### src/rtl/dut_bus_master.sv
// Command engine for the dut register-style bus: queues read/write commands,
// issues them one at a time with an en/rdy handshake, and returns one
// response per command (read data, write ack, or timeout error).
module dut_bus_master #(
  parameter int ADDR_W    = 3,
  parameter int CMD_DEPTH = 4,
  parameter int TIMEOUT   = 255
) (
  input  logic              CLK,
  input  logic              RST_N,
  // command port
  input  logic              cmd_valid,
  output logic              cmd_ready,
  input  logic              cmd_op,
  input  logic [ADDR_W-1:0] cmd_addr,
  input  logic              cmd_wdata,
  // response port
  output logic              rsp_valid,
  input  logic              rsp_ready,
  output logic              rsp_op,
  output logic              rsp_data,
  output logic              rsp_err,
  // dut write channel
  output logic [ADDR_W-1:0] write_address,
  output logic              write_data,
  output logic              write_en,
  input  logic              write_rdy,
  // dut read channel
  output logic [ADDR_W-1:0] read_address,
  output logic              read_en,
  input  logic              read_data,
  input  logic              read_rdy,
  // status
  output logic              busy
);

  localparam int PTR_W = (CMD_DEPTH > 1) ? $clog2(CMD_DEPTH) : 1;
  localparam int CNT_W = PTR_W + 1;
  localparam logic [15:0] TMO_LAST = 16'(TIMEOUT - 1);

  typedef enum logic [1:0] {
    IDLE  = 2'd0,
    ISSUE = 2'd1,
    RESP  = 2'd2
  } state_t;

  typedef struct packed {
    logic              op;
    logic [ADDR_W-1:0] addr;
    logic              wdata;
  } cmd_t;

  // ---------------------------------------------------------------------------
  // Command FIFO
  // ---------------------------------------------------------------------------
  cmd_t             mem_q [CMD_DEPTH];
  logic [PTR_W-1:0] wr_ptr_q, wr_ptr_d;
  logic [PTR_W-1:0] rd_ptr_q, rd_ptr_d;
  logic [CNT_W-1:0] count_q, count_d;
  logic             fifo_full;
  logic             fifo_empty;
  logic             push;
  logic             pop;
  cmd_t             head;

  assign fifo_full  = (count_q == CNT_W'(CMD_DEPTH));
  assign fifo_empty = (count_q == '0);
  assign push       = cmd_valid && !fifo_full;
  assign head       = mem_q[rd_ptr_q];

  // Pointer and occupancy update; a full FIFO refuses pushes even on a pop.
  always_comb begin
    // NOTE: every always_comb output gets a default first so no path leaves it unassigned (no latch).
    wr_ptr_d = wr_ptr_q;
    rd_ptr_d = rd_ptr_q;
    count_d  = count_q;
    if (push) wr_ptr_d = wr_ptr_q + PTR_W'(1);
    if (pop)  rd_ptr_d = rd_ptr_q + PTR_W'(1);
    case ({push, pop})
      2'b10:   count_d = count_q + CNT_W'(1);
      2'b01:   count_d = count_q - CNT_W'(1);
      default: count_d = count_q;
    endcase
  end

  // FIFO pointer/count registers.
  always_ff @(posedge CLK or negedge RST_N) begin
    // NOTE: sequential state uses non-blocking (<=) so all flops update together at the edge.
    if (!RST_N) begin
      wr_ptr_q <= '0;
      rd_ptr_q <= '0;
      count_q  <= '0;
    end else begin
      wr_ptr_q <= wr_ptr_d;
      rd_ptr_q <= rd_ptr_d;
      count_q  <= count_d;
    end
  end

  // FIFO storage write.
  always_ff @(posedge CLK) begin
    // NOTE: storage is not reset; emptiness is tracked by count_q, so stale entries are never read.
    if (push) mem_q[wr_ptr_q] <= '{op: cmd_op, addr: cmd_addr, wdata: cmd_wdata};
  end

  // ---------------------------------------------------------------------------
  // Issue / response FSM
  // ---------------------------------------------------------------------------
  state_t            state_q, state_d;
  logic [15:0]       tmo_cnt_q, tmo_cnt_d;
  logic [ADDR_W-1:0] write_address_q, write_address_d;
  logic              write_data_q, write_data_d;
  logic              write_en_q, write_en_d;
  logic [ADDR_W-1:0] read_address_q, read_address_d;
  logic              read_en_q, read_en_d;
  logic              rsp_valid_q, rsp_valid_d;
  logic              rsp_op_q, rsp_op_d;
  logic              rsp_data_q, rsp_data_d;
  logic              rsp_err_q, rsp_err_d;
  logic              xfer_w;
  logic              xfer_r;

  assign xfer_w = write_en_q && write_rdy;
  assign xfer_r = read_en_q && read_rdy;

  // Next-state and registered-output logic; a rdy on the timeout edge wins.
  always_comb begin
    state_d         = state_q;
    tmo_cnt_d       = tmo_cnt_q;
    write_address_d = write_address_q;
    write_data_d    = write_data_q;
    write_en_d      = write_en_q;
    read_address_d  = read_address_q;
    read_en_d       = read_en_q;
    rsp_valid_d     = rsp_valid_q;
    rsp_op_d        = rsp_op_q;
    rsp_data_d      = rsp_data_q;
    rsp_err_d       = rsp_err_q;
    pop             = 1'b0;

    case (state_q)
      IDLE: begin
        if (!fifo_empty && !rsp_valid_q) begin
          pop       = 1'b1;
          tmo_cnt_d = '0;
          state_d   = ISSUE;
          if (head.op) begin
            read_address_d = head.addr;
            read_en_d      = 1'b1;
          end else begin
            write_address_d = head.addr;
            write_data_d    = head.wdata;
            write_en_d      = 1'b1;
          end
        end
      end

      ISSUE: begin
        if (xfer_w || xfer_r) begin
          write_en_d  = 1'b0;
          read_en_d   = 1'b0;
          rsp_valid_d = 1'b1;
          rsp_op_d    = read_en_q;
          rsp_data_d  = xfer_r ? read_data : 1'b0;
          rsp_err_d   = 1'b0;
          state_d     = RESP;
        end else if (tmo_cnt_q == TMO_LAST) begin
          write_en_d  = 1'b0;
          read_en_d   = 1'b0;
          rsp_valid_d = 1'b1;
          rsp_op_d    = read_en_q;
          rsp_data_d  = 1'b0;
          rsp_err_d   = 1'b1;
          state_d     = RESP;
        end else begin
          tmo_cnt_d = tmo_cnt_q + 16'd1;
        end
      end

      RESP: begin
        if (rsp_ready) begin
          rsp_valid_d = 1'b0;
          state_d     = IDLE;
        end
      end

      default: state_d = IDLE;
    endcase
  end

  // FSM and bus/response registers; reset drops any in-flight command.
  always_ff @(posedge CLK or negedge RST_N) begin
    if (!RST_N) begin
      state_q         <= IDLE;
      tmo_cnt_q       <= '0;
      write_address_q <= '0;
      write_data_q    <= 1'b0;
      write_en_q      <= 1'b0;
      read_address_q  <= '0;
      read_en_q       <= 1'b0;
      rsp_valid_q     <= 1'b0;
      rsp_op_q        <= 1'b0;
      rsp_data_q      <= 1'b0;
      rsp_err_q       <= 1'b0;
    end else begin
      state_q         <= state_d;
      tmo_cnt_q       <= tmo_cnt_d;
      write_address_q <= write_address_d;
      write_data_q    <= write_data_d;
      write_en_q      <= write_en_d;
      read_address_q  <= read_address_d;
      read_en_q       <= read_en_d;
      rsp_valid_q     <= rsp_valid_d;
      rsp_op_q        <= rsp_op_d;
      rsp_data_q      <= rsp_data_d;
      rsp_err_q       <= rsp_err_d;
    end
  end

  assign cmd_ready     = !fifo_full;
  assign rsp_valid     = rsp_valid_q;
  assign rsp_op        = rsp_op_q;
  assign rsp_data      = rsp_data_q;
  assign rsp_err       = rsp_err_q;
  assign write_address = write_address_q;
  assign write_data    = write_data_q;
  assign write_en      = write_en_q;
  assign read_address  = read_address_q;
  assign read_en       = read_en_q;
  assign busy          = !fifo_empty || (state_q != IDLE);

endmodule
### config.mk
export PLATFORM = sky130hd
export DESIGN_NAME = dut_bus_master
export DESIGN_NICKNAME = d
export VERILOG_FILES = /design/src/rtl/dut_bus_master.sv
export SDC_FILE = /design/constraint.sdc
export NUM_CORES = 1
export LEC_CHECK = 0
export CELL_PAD_IN_SITES_DETAIL_PLACEMENT = 0
export CELL_PAD_IN_SITES_GLOBAL_PLACEMENT = 1
export CORE_MARGIN = 3
export CORE_UTILIZATION = 48
export CTS_BUF_LIST = sky130_fd_sc_hd__clkbuf_8
export CTS_CLUSTER_DIAMETER = 100
export DETAILED_ROUTE_END_ITERATION = 12
export GPL_ROUTABILITY_DRIVEN = 0
export PLACE_DENSITY = 0.81
export SLEW_MARGIN = 10
export SYNTH_ARGS = -nofsm -noshare
export SYNTH_HDL_FRONTEND = slang
export SYNTH_SLANG_ARGS = --single-unit
export TNS_END_PERCENT = 100
### constraint.sdc
create_clock -name CLK -period 3.4 [get_ports CLK]
set_clock_uncertainty 0.15 [all_clocks]
set_input_delay 0.68 -clock CLK [delete_from_list [all_inputs] [get_ports CLK]]
set_output_delay 0.68 -clock CLK [all_outputs]
set_load 0.01 [all_outputs]
-- Yosys cells after proc, flatten, opt, wreduce, memory -nomap -nowiden
Memory sizes are Yosys's and may differ from the RTL's.
Index checks and enable logic that the tools add are counted.
- memories: 1
- register bits after elaboration: 38
- bits in latches: 0
- bits in writable memories: 20
- memory bits (read-only): 0
- mux-type cells: 31
- reductions and logical operators: 24
- $lt $le $gt $ge: 0
- bitwise gates (word level): 1
- multiply operators: 0
- shifts and indexed selects: 0
- eq/ne operators: 13
- divide/modulo/power cells: 0
- add/subtract/negate cells: 5
- memory list (memory ; words ; width ; read ports ; clocked after Yosys merged registers in ; write ports ; line ; text):
    mem_q ; 4 ; 5 ; 1 ; 0 ; 1 ; 56 ; cmd_t mem_q [CMD_DEPTH];
- operators with widths (cell ; count):
    16-bit 2-to-1 mux ; 3
    16-bit one-hot mux with 2 select lines ; 1
    1-bit 2-to-1 mux ; 18
    16-bit by 1-bit adder with 16-bit output, second input constant ; 1
    16-bit by 8-bit equality test with 1-bit output, second input constant ; 1
    2-bit inequality test, second input constant ; 6
    3-bit AND reduction ; 4
    4-bit AND reduction ; 3
    2-bit nonzero test ; 5
    2-bit 2-to-1 mux ; 4
    1-bit one-hot mux with 2 select lines ; 3
    2-bit one-hot mux with 3 select lines ; 1
    3-bit one-hot mux with 2 select lines ; 1
    2-bit by 1-bit adder with 2-bit output, second input constant ; 2
    2-bit by 1-bit equality test with 1-bit output, second input constant ; 2
    2-bit equality test, second input constant ; 2
    1-bit logical AND ; 4
    3-bit by 1-bit adder with 3-bit output, second input constant ; 1
    3-bit equality test, second input constant ; 1
    1-bit logical NOT ; 3
    3-bit logical NOT ; 1
    3-bit inequality test, second input constant ; 1
    3-bit by 1-bit subtractor with 3-bit output, second input constant ; 1
    2-bit logical NOT ; 1
    other kinds (3) ; 4

-- Longest topological paths before layout
- depth in word-level cells: 7
- depth in mapped cells: 10

-- Worst setup path after synthesis
No wires, ideal clock.
- kind: register to register
- start: register state_q[1]
- end: register count_q[2]
- data required time: 3171 ps
- setup time: 79 ps
- cell stages (with the launch flop): 11
- data arrival time: 2237 ps
- setup slack: 934 ps
- clock period less this slack: 2466 ps
- cell sequence: dfrtp_1 clkbuf_1 or4_1 clkbuf_1 inv_1 ha_1 inv_1 fa_1 xor2_1 nor2_1 xor2_1
- cells in the longest elaborated chain, start to end: 4
- elaborated cells on any way between the ends: 6
- ends and longest elaborated chain (what ; line ; text):
    start, declared ; 109 ; state_t state_q, state_d;
    start signal, assigned ; 206 ; state_q <= state_d;
    2-bit logical NOT * ; 141 ; case (state_q)
    1-bit 2-to-1 mux * ; 141 ;
    named net pop ; 63 ; logic pop;
    2-bit by 1-bit equality test with 1-bit output or 2-bit equality test (tied branches) ; 79 ; case ({push, pop})
    3-bit one-hot mux with 2 select lines or 2-bit nonzero test (tied branches) ; n/a ;
    end signal, assigned ; 96 ; count_q <= count_d;
    end, declared ; 59 ; logic [CNT_W-1:0] count_q, count_d;
The timed path passes the listed nets; every way through them passes the cells marked *.
A chain may end at the register's enable or synchronous reset.

-- Worst setup path in the final report
- start: register state_q[0]
- end: register count_q[2]
The elaborated chain is that of the path after synthesis.

==> metrics.log <==
[metrics] net switching fraction of the power: 0.350
[metrics] Worst R2R Start: state_q[0]$_DFFE_PN0P_
[metrics] syn_area_per_cell: 12.2 um2
[metrics] DIE HEIGHT: 81.8 um
[metrics] max-slew violation count: 0
[metrics] net count of the mapped netlist: 246
[metrics] average routed wire per standard cell: 16.8 um
[metrics] Top Family by Delay on Critical Path: simple AND/OR/NAND/NOR gates
[metrics] final sum of negative setup slack: 0 ns
[metrics] Cell variety after synth: 51
[metrics] clock share of power: 0.229
[metrics] number of flip-flops and latches in the synthesized netlist: 58
[metrics] worst-margin pin slew: 0.851 ns
[metrics] worst supply voltage drop on vdd: 0.421 mV
[metrics] RSZ-0062 raised after global routing: false
[metrics] highest layer used for signal routing: met4
[metrics] list of cells traversed by the critical path: or4_1, inv_1, ha_1, inv_1, fa_1, xor2_1, nor2_1, xor2_1
[metrics] Post-Synth Simple-Gate Area: 0.134
[metrics] clock tree buffer depth: 2
[metrics] detailed placer's ending HPWL: 3.85 mm
[metrics] final worst path period share: 0.774
[metrics] critical path startpoint category: flop
[metrics] GRT Resource Usage Total: 0.197
[metrics] Final #Nets: 277
[metrics] Worst EP required: 3.51 ns
[metrics] Max-cap violations: 0
[metrics] initial DRC count: 135
[metrics] hold-fix buffer count after cts: 0
[metrics] Critical Path End Type: flop
[metrics] most used cells in the layout excluding fill and tap cells: 38 x sky130_fd_sc_hd__dfrtp_1, 25 x sky130_fd_sc_hd__clkdlybuf4s50_1, 20 x sky130_fd_sc_hd__a31oi_1, 20 x sky130_fd_sc_hd__edfxtp_1, 15 x sky130_fd_sc_hd__inv_1
[metrics] Routed Wire Length: 5.57 mm
[metrics] largest family of logic cells by synthesized area: simple AND/OR/NAND/NOR gates
[metrics] Die Area: 6690 um2
[metrics] H-tree levels: 3
[metrics] Yosys warnings: 0
[metrics] DRT met1 WL: 2.64 mm
[metrics] Max Clk Rate: 380 MHz
[metrics] quantity of gates resized following cts: 0
[metrics] Slowest-stage cell, CP: sky130_fd_sc_hd__or4_1
[metrics] Hold/Removal Path Class: in2async
[metrics] site row count: 26
[metrics] Adder-Cell Fraction of Synth Area: 0.0390
[metrics] final count of negative-setup-slack endpoints: 0
[metrics] Vias: 1899
[metrics] sequential element share of the synthesized area: 0.562
[metrics] core region area: 5340 um2
[metrics] Arr. time, crit path: 2.74 ns
[metrics] global-route wire length before repair: 9.70 mm
[metrics] clock tree from TritonCTS: done
[metrics] clock period minus worst slack: 2.63 ns
[metrics] signed area change from the synthesized netlist to the final layout: 18.8%
[metrics] headroom to the max-slew limit: 0.432
[metrics] clock transition time at the flip-flop clock pins of the worst setup and hold paths: 0.07 ns
[metrics] cts bufs inserted: 9
[metrics] net switching power: 970 uW
[metrics] proportion of power drawn by combinational gates: 0.370
[metrics] number of optimization iterations in the first detailed-route pass: 4
[metrics] fraction of final layout cells sized beyond drive strength 1: 0.149
[metrics] via count normalized by instance count: 5.72
[metrics] Met3 Routed Length: 210 um
[metrics] portion of total power attributed to sequential cells: 0.401
[metrics] number of design rule violations left after detail routing: 0
[metrics] commonest non-fill, non-tap cell in the layout: sky130_fd_sc_hd__dfrtp_1
[metrics] count of buffers added by post-CTS timing repair for setup: 0
[metrics] netlist area before placement: 2760 um2
[metrics] status: finished, final reports clean
[metrics] mux cell area share after synthesis: 0.0853
[metrics] Detail Route met2 WL: 2.62 mm
[metrics] CP Launch Point: state_q[0]$_DFFE_PN0P_
[metrics] share of synthesized flip-flops with an asynchronous set or reset: 0.655
[metrics] cell-internal power: 1.80 mW
[metrics] xor and xnor area share after synthesis: 0.0190
[metrics] pin count of the biggest net entering global routing: 39
[metrics] Clk Tree Root Cell: sky130_fd_sc_hd__clkbuf_8
[metrics] clk_lat worst skew: 0.33 ns
[metrics] overflow left after global routing: 0
[metrics] number of global-route vias before repair: 2007
[metrics] diode count: 0
[metrics] antenna violations before repair: 0
[metrics] main flop type after synthesis: sky130_fd_sc_hd__dfrtp_1
[metrics] Critical Path Max Stage Delay: 0.69 ns
[metrics] instance count of the mapped netlist: 226
[metrics] critical-path maximum fanout: 9
[metrics] I/O Pins: 27
[metrics] Hold Vio Cnt, Final: 0
[metrics] clock sink count: 58
[metrics] Leakage Power: 1.30 nW
[metrics] Design Power: 2.77 mW
[metrics] Setup Crit Path Kind: reg2reg
[metrics] Power per Cell Area: 846 nW/um2
[metrics] Antenna Nets Post-Route: 0
[metrics] share of the synthesized area in compound gates (AO/OA/AOI/OAI): 0.122
[metrics] critical path buffer and inverter count: 2
[metrics] IO buf count: 26
[metrics] x dimension of the die: 81.8 um
[metrics] Initial Util: 0.517
[metrics] number of enable-type register cells in the synthesized netlist: 20
-- metrics by stage --
stage / hold WS [ns] / cell area (um2) / utilization / worst slack, ns / std cells
2_1_floorplan: 0.234 / 2760 / - / 0.934 / 226
3_3_place_gp: 0.327 / 3070 / 0.576 / 0.781 / 316
3_5_place_dp: 0.322 / 3070 / 0.576 / 0.737 / 316
4_1_cts: 0.332 / 3280 / 0.614 / 0.729 / 332
5_1_grt: 0.359 / 3280 / 0.614 / 0.637 / 332
6_report: 0.296 / 3280 / 0.614 / 0.770 / 332
-- worst reg2reg max path: stages (launching register included) --
cell and delay [ns]:
sky130_fd_sc_hd__dfrtp_1 0.47, sky130_fd_sc_hd__or4_1 0.69, sky130_fd_sc_hd__inv_1 0.20, sky130_fd_sc_hd__ha_1 0.21, sky130_fd_sc_hd__inv_1 0.06, sky130_fd_sc_hd__fa_1 0.37, sky130_fd_sc_hd__xor2_1 0.15, sky130_fd_sc_hd__nor2_1 0.11
sky130_fd_sc_hd__xor2_1 0.16
-- power groups by stage --
| stage | sequential, mW | clock, mW | combinational (mW) |
|---|---|---|---|
| 2_1_floorplan | 1.08 | 0 | 0.688 |
| 3_3_place_gp | 1.12 | 0 | 1.01 |
| 3_5_place_dp | 1.13 | 0 | 1.03 |
| 4_1_cts | 1.11 | 0.644 | 1.03 |
| 5_1_grt | 1.15 | 0.681 | 1.14 |
| 6_report | 1.11 | 0.635 | 1.03 |
-- state kept, by name, summed over array words and instances, names as in the netlist, 2 cells and up --
| signal | flops |
|---|---|
| mem_q | 20 |
| tmo_cnt_q | 16 |
| state_q | 2 |
| read_address | 3 |
| write_address | 3 |
| count_q | 3 |
| wr_ptr_q | 2 |
| rd_ptr_q | 2 |
-- synth_stat cells (3+ instances only) --
master	count	share of area
sky130_fd_sc_hd__a21oi_1	7	0.013
sky130_fd_sc_hd__a31oi_1	20	0.045
sky130_fd_sc_hd__and3_1	5	0.011
sky130_fd_sc_hd__clkbuf_1	5	0.0068
sky130_fd_sc_hd__dfrtp_1	38	0.34
sky130_fd_sc_hd__edfxtp_1	20	0.22
sky130_fd_sc_hd__ha_1	7	0.032
sky130_fd_sc_hd__inv_1	15	0.020
sky130_fd_sc_hd__mux2_2	9	0.037
sky130_fd_sc_hd__mux4_2	5	0.041
sky130_fd_sc_hd__nand2_1	10	0.014
sky130_fd_sc_hd__nand2b_1	6	0.014
sky130_fd_sc_hd__nand3_1	7	0.013
sky130_fd_sc_hd__nand4_1	5	0.011
sky130_fd_sc_hd__nor2_1	9	0.012
sky130_fd_sc_hd__nor3_1	7	0.013
sky130_fd_sc_hd__o21ai_0	4	0.0073
sky130_fd_sc_hd__or4_1	3	0.0082
sky130_fd_sc_hd__xnor2_1	4	0.013
-- per-layer routing --
metal  GRT usage  vias to the layer above
met1       0.272                      931
met4       0.101                        0
li1            -                      914
met5           0                        -
met3      0.0395                       10
met2       0.296                       44
-- layout make-up --
class,instances,area (um2)
Clock buffer,10,138
Clock inverter,6,66.3
Fill cell,447,2060
Inverter,15,56.3
Multi-Input combinational cell,144,1100
Sequential cell,58,1550
Tap cell,70,87.6
Timing Repair Buffer,29,278
-- logic make-up (layout without fill, tap and decap cells) --
logic type / after synthesis / after routing
multiplexers: 16 / 16
buffers and inverters: 24 / 60
AND/OR/NAND/NOR: 64 / 64
flip-flops: 58 / 58
XOR/XNOR: 6 / 6
AO/OA/AOI/OAI: 50 / 50
adder cells (fa/ha/maj): 8 / 8
-- worst paths after layout --
check | end | slack, ns | cells past startpoint
max | count_q[2]$_DFFE_PN0P_ | 0.77 | 8
min reg2reg | tmo_cnt_q[15]$_DFFE_PN0P_ | 0.33 | 1
min in group CLK | tmo_cnt_q[15]$_DFFE_PN0P_ | 0.33 | 1
max in group asynchronous | tmo_cnt_q[15]$_DFFE_PN0P_ | 2.25 | 1
min | write_address[0]$_DFFE_PN0P_ | 0.30 | 1
max reg2reg | count_q[2]$_DFFE_PN0P_ | 0.77 | 8
Note: power is estimated with default switching activity, not from simulation.
